## src/rtl/inst_issue_pkg.sv

```systemverilog
// Shared constants, instruction-field layout and FSM encoding
// for the inst_issue sequencer.
package inst_issue_pkg;

    localparam int DEPTH      = 16;
    localparam int ADDR_W     = 4;
    localparam int CNT_W      = 8;
    localparam int PIPE_DELAY = 6;

    localparam int INST_W = 3 + CNT_W;
    localparam int CNT_LO = 0;
    localparam int CNT_HI = CNT_W - 1;
    localparam int OP_LO  = CNT_W;
    localparam int OP_HI  = CNT_W + 2;

    // Worst case: every entry at full count, none returned yet.
    localparam int OUT_W = $clog2(DEPTH * (2 ** CNT_W - 1) + 1);
    localparam int IGN_W = $clog2(PIPE_DELAY + 1);

    localparam logic [2:0] OP_LOAD   = 3'b000;
    localparam logic [2:0] OP_ADD    = 3'b001;
    localparam logic [2:0] OP_SUB    = 3'b010;
    localparam logic [2:0] OP_MUL    = 3'b100;
    localparam logic [2:0] OP_MULADD = 3'b101;
    localparam logic [2:0] OP_MULSUB = 3'b110;
    localparam logic [2:0] OP_MAX    = 3'b111;

    typedef enum logic [1:0] {
        IDLE,
        FETCH,
        ISSUE,
        DRAIN
    } state_e;

    function automatic logic [2:0] ent_op(input logic [INST_W-1:0] e);
        return e[OP_HI:OP_LO];
    endfunction

    function automatic logic [CNT_W-1:0] ent_cnt(input logic [INST_W-1:0] e);
        return e[CNT_HI:CNT_LO];
    endfunction

endpackage

```

## src/rtl/inst_issue_if.sv

```systemverilog
// Host/config and decoder-facing signals of the sequencer.
// master = host + decoder side, slave = sequencer.
interface inst_issue_if;
    import inst_issue_pkg::*;

    logic              prog_we;
    logic [ADDR_W-1:0] prog_addr;
    logic [INST_W-1:0] prog_data;
    logic [ADDR_W:0]   prog_len;
    logic              start;
    logic              stall;
    logic              dout_v;
    logic              inst_v;
    logic [2:0]        opcode;
    logic              busy;
    logic              done;
    logic [ADDR_W:0]   pc;
    logic              err;

    modport master (
        output prog_we, prog_addr, prog_data, prog_len,
        output start, stall, dout_v,
        input  inst_v, opcode, busy, done, pc, err
    );

    modport slave (
        input  prog_we, prog_addr, prog_data, prog_len,
        input  start, stall, dout_v,
        output inst_v, opcode, busy, done, pc, err
    );

endinterface

```

## src/rtl/inst_issue_mem.sv

```systemverilog
// Program store: simple dual-port RAM, one write, one registered read.
module inst_mem
    import inst_issue_pkg::*;
(
    input  logic              clk,
    input  logic              we,
    input  logic [ADDR_W-1:0] waddr,
    input  logic [INST_W-1:0] wdata,
    input  logic [ADDR_W-1:0] raddr,
    output logic [INST_W-1:0] rdata
);

    logic [INST_W-1:0] mem [DEPTH];

    always_ff @(posedge clk) begin
        if (we) begin
            mem[waddr] <= wdata;
        end
        rdata <= mem[raddr];
    end

endmodule

```

## src/rtl/inst_issue.sv

```systemverilog
// Plays a {opcode, repeat} program to the PE control decoder,
// tracking returned results to signal completion.
module inst_issue
    import inst_issue_pkg::*;
(
    input  logic        clk,
    input  logic        rst,
    inst_issue_if.slave bus
);

    state_e            state_q, state_d;
    logic [ADDR_W:0]   pc_q, pc_d;
    logic [ADDR_W:0]   len_q, len_d;
    logic [CNT_W-1:0]  beats_q, beats_d;
    logic [2:0]        op_q, op_d;
    logic              inst_v_q, inst_v_d;
    logic [2:0]        opcode_q, opcode_d;
    logic              busy_q, busy_d;
    logic              done_q, done_d;
    logic              err_q, err_d;
    logic [OUT_W-1:0]  out_q, out_d;
    logic [IGN_W-1:0]  ign_q, ign_d;
    logic              issue;
    logic              ret;
    logic [INST_W-1:0] rdata;

    // Read address follows next pc so the entry is ready in FETCH.
    inst_mem u_mem (
        .clk   (clk),
        .we    (bus.prog_we && state_q == IDLE),
        .waddr (bus.prog_addr),
        .wdata (bus.prog_data),
        .raddr (pc_d[ADDR_W-1:0]),
        .rdata (rdata)
    );

    // Results still in flight from before a reset are discarded.
    assign ret = bus.dout_v && (ign_q == '0);

    always_comb begin
        state_d  = state_q;
        pc_d     = pc_q;
        len_d    = len_q;
        beats_d  = beats_q;
        op_d     = op_q;
        inst_v_d = 1'b0;
        opcode_d = OP_LOAD;
        busy_d   = busy_q;
        done_d   = 1'b0;
        err_d    = err_q;
        out_d    = out_q;
        ign_d    = (ign_q != '0) ? ign_q - 1'b1 : ign_q;
        issue    = 1'b0;

        unique case (state_q)
            IDLE: begin
                if (bus.start) begin
                    if (bus.prog_len != '0) begin
                        len_d   = bus.prog_len;
                        pc_d    = '0;
                        busy_d  = 1'b1;
                        state_d = FETCH;
                    end else begin
                        done_d = 1'b1;
                    end
                end
            end
            FETCH: begin
                op_d = ent_op(rdata);
                if (ent_cnt(rdata) == '0) begin
                    pc_d = pc_q + 1'b1;
                    if (pc_d == len_q) begin
                        state_d = DRAIN;
                    end
                end else begin
                    beats_d = ent_cnt(rdata);
                    state_d = ISSUE;
                end
            end
            ISSUE: begin
                if (!bus.stall) begin
                    issue    = 1'b1;
                    inst_v_d = 1'b1;
                    opcode_d = op_q;
                    beats_d  = beats_q - 1'b1;
                    if (beats_q == 1) begin
                        pc_d    = pc_q + 1'b1;
                        state_d = (pc_d == len_q) ? DRAIN : FETCH;
                    end
                end
            end
            DRAIN: begin
                if (out_q == '0 || (out_q == 1 && ret)) begin
                    done_d  = 1'b1;
                    busy_d  = 1'b0;
                    state_d = IDLE;
                end
            end
        endcase

        if (issue && !ret) begin
            out_d = out_q + 1'b1;
        end else if (!issue && ret) begin
            if (out_q == '0) begin
                err_d = 1'b1;
            end else begin
                out_d = out_q - 1'b1;
            end
        end
    end

    always_ff @(posedge clk) begin
        if (rst) begin
            state_q  <= IDLE;
            pc_q     <= '0;
            len_q    <= '0;
            beats_q  <= '0;
            op_q     <= OP_LOAD;
            inst_v_q <= 1'b0;
            opcode_q <= OP_LOAD;
            busy_q   <= 1'b0;
            done_q   <= 1'b0;
            err_q    <= 1'b0;
            out_q    <= '0;
            ign_q    <= IGN_W'(PIPE_DELAY);
        end else begin
            state_q  <= state_d;
            pc_q     <= pc_d;
            len_q    <= len_d;
            beats_q  <= beats_d;
            op_q     <= op_d;
            inst_v_q <= inst_v_d;
            opcode_q <= opcode_d;
            busy_q   <= busy_d;
            done_q   <= done_d;
            err_q    <= err_d;
            out_q    <= out_d;
            ign_q    <= ign_d;
        end
    end

    assign bus.inst_v = inst_v_q;
    assign bus.opcode = opcode_q;
    assign bus.busy   = busy_q;
    assign bus.done   = done_q;
    assign bus.pc     = pc_q;
    assign bus.err    = err_q;

endmodule

```

## src/flat_wrapper.sv

```systemverilog
// flat-port wrapper written by rule: the top's interface ports become plain ports
module inst_issue_flat import inst_issue_pkg::*;
  (clk, rst, bus_prog_we, bus_prog_addr, bus_prog_data, bus_prog_len, bus_start, bus_stall, bus_dout_v, bus_inst_v, bus_opcode, bus_busy, bus_done, bus_pc, bus_err);
  inst_issue_if bus_i ();
  input  logic clk;
  input  logic rst;
  input wire logic [$bits(bus_i.prog_we)-1:0] bus_prog_we;
  input wire logic [$bits(bus_i.prog_addr)-1:0] bus_prog_addr;
  input wire logic [$bits(bus_i.prog_data)-1:0] bus_prog_data;
  input wire logic [$bits(bus_i.prog_len)-1:0] bus_prog_len;
  input wire logic [$bits(bus_i.start)-1:0] bus_start;
  input wire logic [$bits(bus_i.stall)-1:0] bus_stall;
  input wire logic [$bits(bus_i.dout_v)-1:0] bus_dout_v;
  output wire logic [$bits(bus_i.inst_v)-1:0] bus_inst_v;
  output wire logic [$bits(bus_i.opcode)-1:0] bus_opcode;
  output wire logic [$bits(bus_i.busy)-1:0] bus_busy;
  output wire logic [$bits(bus_i.done)-1:0] bus_done;
  output wire logic [$bits(bus_i.pc)-1:0] bus_pc;
  output wire logic [$bits(bus_i.err)-1:0] bus_err;
  assign bus_i.prog_we = bus_prog_we;
  assign bus_i.prog_addr = bus_prog_addr;
  assign bus_i.prog_data = bus_prog_data;
  assign bus_i.prog_len = bus_prog_len;
  assign bus_i.start = bus_start;
  assign bus_i.stall = bus_stall;
  assign bus_i.dout_v = bus_dout_v;
  assign bus_inst_v = bus_i.inst_v;
  assign bus_opcode = bus_i.opcode;
  assign bus_busy = bus_i.busy;
  assign bus_done = bus_i.done;
  assign bus_pc = bus_i.pc;
  assign bus_err = bus_i.err;
  inst_issue u_core (.clk(clk), .rst(rst), .bus(bus_i));
endmodule
```

## config.mk

```make
export PLATFORM = sky130hd
export DESIGN_NAME = inst_issue_flat
export DESIGN_NICKNAME = d
export VERILOG_FILES = /design/src/rtl/inst_issue_pkg.sv /design/src/rtl/inst_issue_if.sv /design/src/rtl/inst_issue_mem.sv /design/src/rtl/inst_issue.sv /design/src/flat_wrapper.sv
export SDC_FILE = /design/constraint.sdc
export NUM_CORES = 1
export LEC_CHECK = 0
export CAP_MARGIN = 0
export CORE_UTILIZATION = 53
export DETAILED_ROUTE_END_ITERATION = 16
export HOLD_SLACK_MARGIN = 0.12
export PLACE_DENSITY = 0.68
export SETUP_SLACK_MARGIN = 0.5
export SYNTH_ARGS = -nofsm -noshare
export SYNTH_HDL_FRONTEND = slang
export SYNTH_SLANG_ARGS = --single-unit
```

## constraint.sdc

```tcl
create_clock -name clk -period 3.4 [get_ports clk]
set_clock_uncertainty 0.05 [all_clocks]
set_input_delay 0.68 -clock clk [delete_from_list [all_inputs] [get_ports clk]]
set_output_delay 0.68 -clock clk [all_outputs]
set_load 0.01 [all_outputs]
```

==> key figures, run 1 <==
Power
  • Peak supply drop: 421 uV
  • Psw: 1.91 mW
  • Sw frac: 0.257
  • P per Cell Area: about 600 nW/um^2
  • Pwr Total: 7.45 mW
  • Clk pwr share: 0.373
  • Cell-internal power: between 5 and 6 mW
  • Seq pwr share: 0.446
  • P_leak: 4.51 nW
  • Comb power frac: 0.181

GRT
  • Pin count of the biggest net entering global routing: 25
  • GRT Residual Overflow: 0
  • First-pass GRT wire length: 39.0 mm
  • Vias in the first global route: roughly 6900
  • Initial antenna violation count: 0
  • Gr usage total: 0.267

Clock network
  • Worst skew pair latency: between 500 and 600 ps
  • Longest Clk Path Bufs: 3
  • Max H-tree Level: 1
  • Post-CTS Hold Fix Bufs: 0
  • Clk sinks: 232
  • TritonCTS clock tree: yes
  • CTS buffer count: 25
  • Clock slew at reported path FFs: 60 ps
  • CTS root buf: clkbuf_16

Synthesis
  • Post-synth ARST share: 0
  • Sequential fraction of the synthesis area: 0.650
  • Post-Synth XOR/XNOR Area: 0.0169
  • EDFF count, synth: between 150 and 200
  • Yosys top cell area share: 0.536
  • Syn Area/Cell: 12.7 sq um
  • Ys flop type: edfxtp_1
  • Yosys cell types: 54
  • Main combinational cell family by area after synthesis: simple AND/OR/NAND/NOR gates
  • Area leader, netlist: edfxtp_1
  • Ys Warns: 0
  • Syn Nets: 814
  • Mux cell area share after synthesis: 0.0307
  • Flops & latches, synth: ~230
  • Adder-cell area share of the yosys netlist: 0.0190
  • Cells after Synth: around 770
  • Simple-gate share of the synthesized area: 0.132
  • Synth top area cells: edfxtp_1 54%, dfxtp_1 11%, a211o_1 3.9%, nor3b_1 3.5%, mux2i_1 2.8%
  • Synth Area in Compound Gates: 0.120
  • Synth Cell Area: 9850 sq um

Worst setup path
  • R2r startpoint: u_core.beats_q[1]$_SDFFE_PP0P_
  • Setup crit end: u_core.u_mem.rdata[9]$_DFF_P_
  • Endpoint class of the critical path: flop
  • Worst r2r path cells: 11
  • Critical Setup Path Class: flop to flop
  • Worst EP required: 3790 ps
  • WP data arrival: 3410 ps
  • Startpoint types: flop
  • R2R Setup Slk: between 300 and 400 ps
  • Critical path peak fanout: 8
  • Worst Setup SP: u_core.beats_q[1]$_SDFFE_PP0P_
  • Crit Reg-Reg Endpoint: u_core.u_mem.rdata[9]$_DFF_P_

Floorplan
  • Num rows: 49
  • Die Y: 138 microns
  • Ports: 38
  • Initial Util: 0.545
  • Die width: 138 microns
  • Die area: ~19000 sq um
  • Core area: between 15000 and 20000 sq um

Layout
  • Antenna cells: 0
  • Commonest non-fill, non-tap cell in the layout: edfxtp_1
  • Nets@finish: 925
  • Fraction of layout instances using a drive strength above 1: 0.223
  • Area Growth Syn to Fin: 26.2%
  • Most frequent cells in the layout: 176 x edfxtp_1, 70 x buf_4, 69 x nand2_1
  • Final Cell Area: 12400 sq um

STA
  • Worst-margin pin slew: 818 ps
  • Tcrit/Tclk final: 0.890
  • Rel. slew slack: 0.453
  • Final Hold Fails: 0
  • RSZ-0062 raised after global routing: yes
  • Setup violations, final: 0
  • Final min period: 3030 ps
  • Fmax: between 0.3 and 0.4 GHz
  • Final Max Slew Viols: 0

Routing
  • Vias per cell: 6.12
  • Router iterations before antenna repair: 11
  • Final WL: 25.8 mm
  • Initial DRC count: 605
  • Post-route ant nets: 0
  • WL per Instance: between 20 and 25 microns
  • Vias: 6928
  • DRC: 4

Min path
  • HP Class: flop to flop
  • Hold_sp: u_core.op_q[0]$_SDFFE_PP0P_

Placement
  • DP Area: 10900 sq um
  • Final GP Congestion: 0.834
  • Port Buffer Count: 37
  • HPWL Detailed: roughly 16 mm

Job
  • Maxcap violations: 0

Status
  • Failing checks: design-rule violations
  • Status: finished with violations
==> cell type report <==
class                   count  area, sq um
clock inverters            18          201
fillers                  1280         5650
flip-flops and latches    232         6420
well taps                 229          287
clock buffers              28          657
repair buffers            133         1390
multi-input cells         472         3410
inverters                  20         75.1
==> Yosys cell counts, drive strengths merged, types with 3 or more instances <==
library cell	count
edfxtp	176
nand2	70
dfxtp	56
nor2	52
nor3b	46
a211o	44
a21oi	39
clkbuf	38
mux2i	28
a32o	22
inv	20
nor3	19
o21ai	18
nor4	16
ha	15
buf	11
xor2	11
nand3	10
xnor2	8
nand4	6
o31ai	6
nand2b	5
a211oi	4
a22oi	4
a32oi	4
and2	4
or3	4
a221oi	3
nand3b	3
nor2b	3
o211a	3
or4	3
==> power by group through the flow <==
| stage | Clock (mW) | Sequential (mW) | Combinational, mW |
|---|---|---|---|
| detailed placement | 0 | 3.37 | 1.09 |
| global route | 2.93 | 3.34 | 1.48 |
| floorplan | 0 | 3.33 | 0.701 |
| finish | 2.78 | 3.33 | 1.35 |
| CTS | 2.82 | 3.31 | 1.24 |
| global placement | 0 | 3.36 | 1.05 |
==> per-layer routing <==
layer  part of all wire  track usage  vias up
met5                  0            0        -
met1               0.43        0.374     3406
met4              0.027       0.0923        0
met3              0.077       0.0405       56
met2               0.47        0.428      297
li1                   -            -     3169
==> critical path: stages, from the launching register on <==
cell and delay [ps]:
dfxtp_2 320, inv_2 70, ha_4 120, or4b_4 460, or3_4 420, o211a_4 260, or2_4 310, buf_6 160
clkbuf_16 150, mux2i_1 120, a32o_1 230, nor4_2 280
==> registers in the layout (all words and copies together) (netlist names) <==
signal,count
u_core.u_mem.mem,176
u_core.out_q,12
u_core.u_mem.rdata,11
u_core.beats_q,8
u_core.bus.pc,5
u_core.len_q,5
u_core.bus.opcode,3
u_core.ign_q,3
u_core.op_q,3
u_core.state_q,2
u_core.bus.busy,1
u_core.bus.done,1
u_core.bus.err,1
u_core.bus.inst_v,1
==> stage by stage <==
stage	hold slack, ps	std cells	setup WS (ps)	util	setup TNS [ps]
final	418	1132	374	0.688	0
after global routing	449	1132	298	0.688	0
after CTS	423	1124	463	0.672	0
after detailed placement	409	1053	-200	0.600	-1660
after global placement	398	1053	-161	0.600	-1330
after floorplan	379	773	347	-	0
==> how the worst min path moves through the flow <==
stage,slack (ps),cells past startpoint,to
after CTS,420,1,u_core.bus.opcode[2]$_SDFF_PP0_
after detailed placement,410,1,u_core.bus.opcode[2]$_SDFF_PP0_
after global routing,450,1,u_core.bus.opcode[0]$_SDFF_PP0_
after global placement,400,1,u_core.bus.opcode[1]$_SDFF_PP0_
after floorplan,380,1,u_core.bus.opcode[0]$_SDFF_PP0_
final,420,1,u_core.bus.opcode[0]$_SDFF_PP0_
==> cell families after synthesis <==
kind of cell	count (synthesis)
flops	232
simple gates	249
fa+ha+maj	15
buf+inv	69
mux	30
compound gates	159
xor+xnor	19
==> repair_timing <==
item / in CTS / in global routing
cloned: 5 / 3
pin swaps: 23 / 19
resized for setup: 42 / 40
buffers inserted: 20 / 5
endpoints found under the setup margin: 11 / 15
(Power assumes the default switching activity.)
==> inputs of run 2 (changes only) <==
--- a/config.mk
+++ b/config.mk
@@ -5,7 +5,9 @@
 export SDC_FILE = /design/constraint.sdc
 export NUM_CORES = 1
 export LEC_CHECK = 0
+export ABC_CLOCK_PERIOD_IN_PS = 3400
 export CAP_MARGIN = 0
+export CORE_MARGIN = 4
 export CORE_UTILIZATION = 53
 export DETAILED_ROUTE_END_ITERATION = 16
 export HOLD_SLACK_MARGIN = 0.12
==> key figures, run 2 (synthesis results as in run 1) <==
Worst setup path
  • Slowest CP cell: or4b_4
  • Critical Path, Cell by Cell: inv_2 -> ha_1 -> or4b_4 -> or3_4 -> o211a_4 -> or2_4 -> buf_12 -> mux2i_2 -> a32o_2 -> nor4_2
  • Critical Setup Path Class: flop to flop
  • WP buf/inv: 2 (-1)
  • Critical path peak fanout: 7 (-1)
  • Startpoint types: flop
  • WP data arrival: 3310 ps (-100 ps)
  • Worst r2r path cells: 10 (-1)
  • Endpoint class of the critical path: flop
  • CP top delay family: simple AND/OR/NAND/NOR gates
  • Critical path depth: 10 (-1)
  • Worst Setup SP: u_core.beats_q[1]$_SDFFE_PP0P_
  • R2r startpoint: u_core.beats_q[1]$_SDFFE_PP0P_
  • Worst EP required: 3770 ps (-20 ps)
  • CP peak stage delay: 470 ps (about the same)

Power
  • P per Cell Area: 589 nW/um^2 (-1.7%)
  • P_leak: 4.30 nW (-4.7%)
  • Peak supply drop: 427 uV (+1.4%)
  • Cell-internal power: 5.23 mW (-5.6%)
  • Psw: 1.84 mW (-3.8%)
  • Sw frac: 0.260 (+0.00349)
  • Clk pwr share: 0.359 (-0.014)
  • Seq pwr share: 0.469 (+0.023)
  • Comb power frac: 0.171 (-0.010)

Min path
  • HP Class: flop to flop
  • Hold_sp: u_core.op_q[1]$_SDFFE_PP0P_
  • Hold Crit Depth: 1 (unchanged)

Floorplan
  • Die Y: 144 microns (+4.3%)
  • Initial Util: 0.543 (-0.00184)
  • Ports: 38 (unchanged)
  • Die area: 20800 sq um (+8.9%)
  • Num rows: 49 (unchanged)
  • Die width: 144 microns (+4.3%)
  • Core area: 18100 sq um (+0.34%)

GRT
  • Vias in the first global route: 6844 (-0.57%)
  • Gr usage total: 0.245 (-0.0224)
  • First-pass GRT wire length: 39.1 mm (+0.35%)
  • Pin count of the biggest net entering global routing: 25 (unchanged)
  • Initial antenna violation count: 0 (unchanged)
  • GRT Residual Overflow: 0 (unchanged)

Placement
  • Final GP Congestion: 0.882 (+5.8%)
  • HPWL Detailed: 15.6 mm (-1.1%)
  • Port Buffer Count: 37 (unchanged)
  • DP Area: 10800 sq um (-0.78%)
  • Placed cells: 1045 (-0.76%)

STA
  • Worst-margin pin slew: 928 ps (+110 ps)
  • Tcrit/Tclk final: 0.865 (-0.0251)
  • Fmax: 0.340 GHz (+2.9%)
  • Final min period: 2940 ps (-85.4 ps)
  • Setup violations, final: 0 (unchanged)
  • Final Hold Fails: 0 (unchanged)
  • RSZ-0062 raised after global routing: yes
  • Rel. slew slack: 0.376 (-0.0776)
  • Final Max Slew Viols: 0 (unchanged)

Routing
  • Initial DRC count: 638 (+5.5%)
  • WL per Instance: 22.9 microns (+0.54%)
  • Vias per cell: 6.27 (+2.4%)
  • Router iterations before antenna repair: 5 (-6)
  • DRC: 0 (-4)
  • Post-route ant nets: 0 (unchanged)
  • Vias: 6920 (-0.12%)
  • Final WL: 25.3 mm (-1.9%)

Clock network
  • Clk sinks: 232 (unchanged)
  • TritonCTS clock tree: yes
  • Worst skew pair latency: 510 ps (-20 ps)
  • Longest Clk Path Bufs: 3 (unchanged)
  • Clock slew at reported path FFs: 60 ps (about the same)
  • CTS buffer count: 25 (unchanged)
  • CTS root buf: clkbuf_16
  • Max H-tree Level: 1 (unchanged)
  • Post-CTS Hold Fix Bufs: 0 (unchanged)

Layout
  • Layout Cells excl Fill: 1104 (-2.5%)
  • Biggest register: u_core.u_mem.mem
  • Nets@finish: 900 (-2.7%)
  • Commonest non-fill, non-tap cell in the layout: edfxtp_1
  • Antenna cells: 0 (unchanged)
  • Max FFs per register: 176 (unchanged)
  • Area Growth Syn to Fin: 21.8%
  • Most frequent cells in the layout: 176 x edfxtp_1, 70 x nand2_1, 55 x buf_4
  • Largest registers: u_core.u_mem.mem (176), u_core.out_q (12), u_core.u_mem.rdata (11)
  • Final Cell Area: 12000 sq um (-3.5%)
  • Fraction of layout instances using a drive strength above 1: 0.184 (-0.0386)

Job
  • Maxcap violations: 0 (unchanged)

Status
  • Status: complete, no violations
[run 2: changes by cell type in the layout (fill, tap and decap cells not counted), moves of 3 or more]
cell      previous run  this run
clkbuf_1             1         5
buf_6                9         2
a32o_2               7         3
nor3b_1             45        42
a32o_1              15        19
nor3b_2              1         4
buf_16               4         1
buf_4               70        55
ha_1                11        14
[run 2: final cells by class]
class / instances / area [sq um]
inverter: 20 / 75.1
timing repair buffer: 107 / 1090
clock inverter: 13 / 111
fill: 1269 / 6140
multi-input combinational: 473 / 3380
sequential: 232 / 6410
tap: 229 / 287
clock buffer: 30 / 644
[run 2: path summary, 6_finish.rpt]
kind	endpoint	slack [ps]
worst min register to register	u_core.bus.opcode[1]$_SDFF_PP0_	420
worst max register to register	u_core.u_mem.rdata[7]$_DFF_P_	460
worst min-delay path	u_core.bus.opcode[1]$_SDFF_PP0_	420
worst max-delay path	u_core.u_mem.rdata[7]$_DFF_P_	460
[run 2: routing by layer]
metal	global-route usage	vias up	share of wire
met5	0	-	0
met4	0.0643	0	0.025
met3	0.0360	47	0.076
met2	0.403	352	0.48
met1	0.344	3413	0.42
li1	-	3108	-
[run 2: power groups by stage]
stage,Sequential (mW),Clock [mW],Combinational (mW)
floorplan,3.33,0,0.701
global placement,3.36,0,1.03
detailed placement,3.37,0,1.07
CTS,3.31,2.57,1.15
global route,3.33,2.70,1.34
finish,3.32,2.54,1.21
[run 2: timing repair]
action,4_1_cts,5_1_grt
resized for setup,34,33
cloned,6,1
setup buffers,9,0
pin swaps,9,10
endpoints found under the setup margin,11,12
[run 2: through the flow]
stage | hold WS [ps] | setup TNS, ps | utilization | power [mW] | setup WS (ps)
2_1_floorplan | 379 | 0 | - | 4.03 | 347
4_1_cts | 421 | 0 | 0.652 | 7.03 | 423
3_5_place_dp | 403 | -1970 | 0.594 | 4.44 | -283
5_1_grt | 441 | 0 | 0.662 | 7.37 | 388
3_3_place_gp | 405 | -1400 | 0.594 | 4.38 | -147
6_report | 423 | 0 | 0.662 | 7.07 | 460
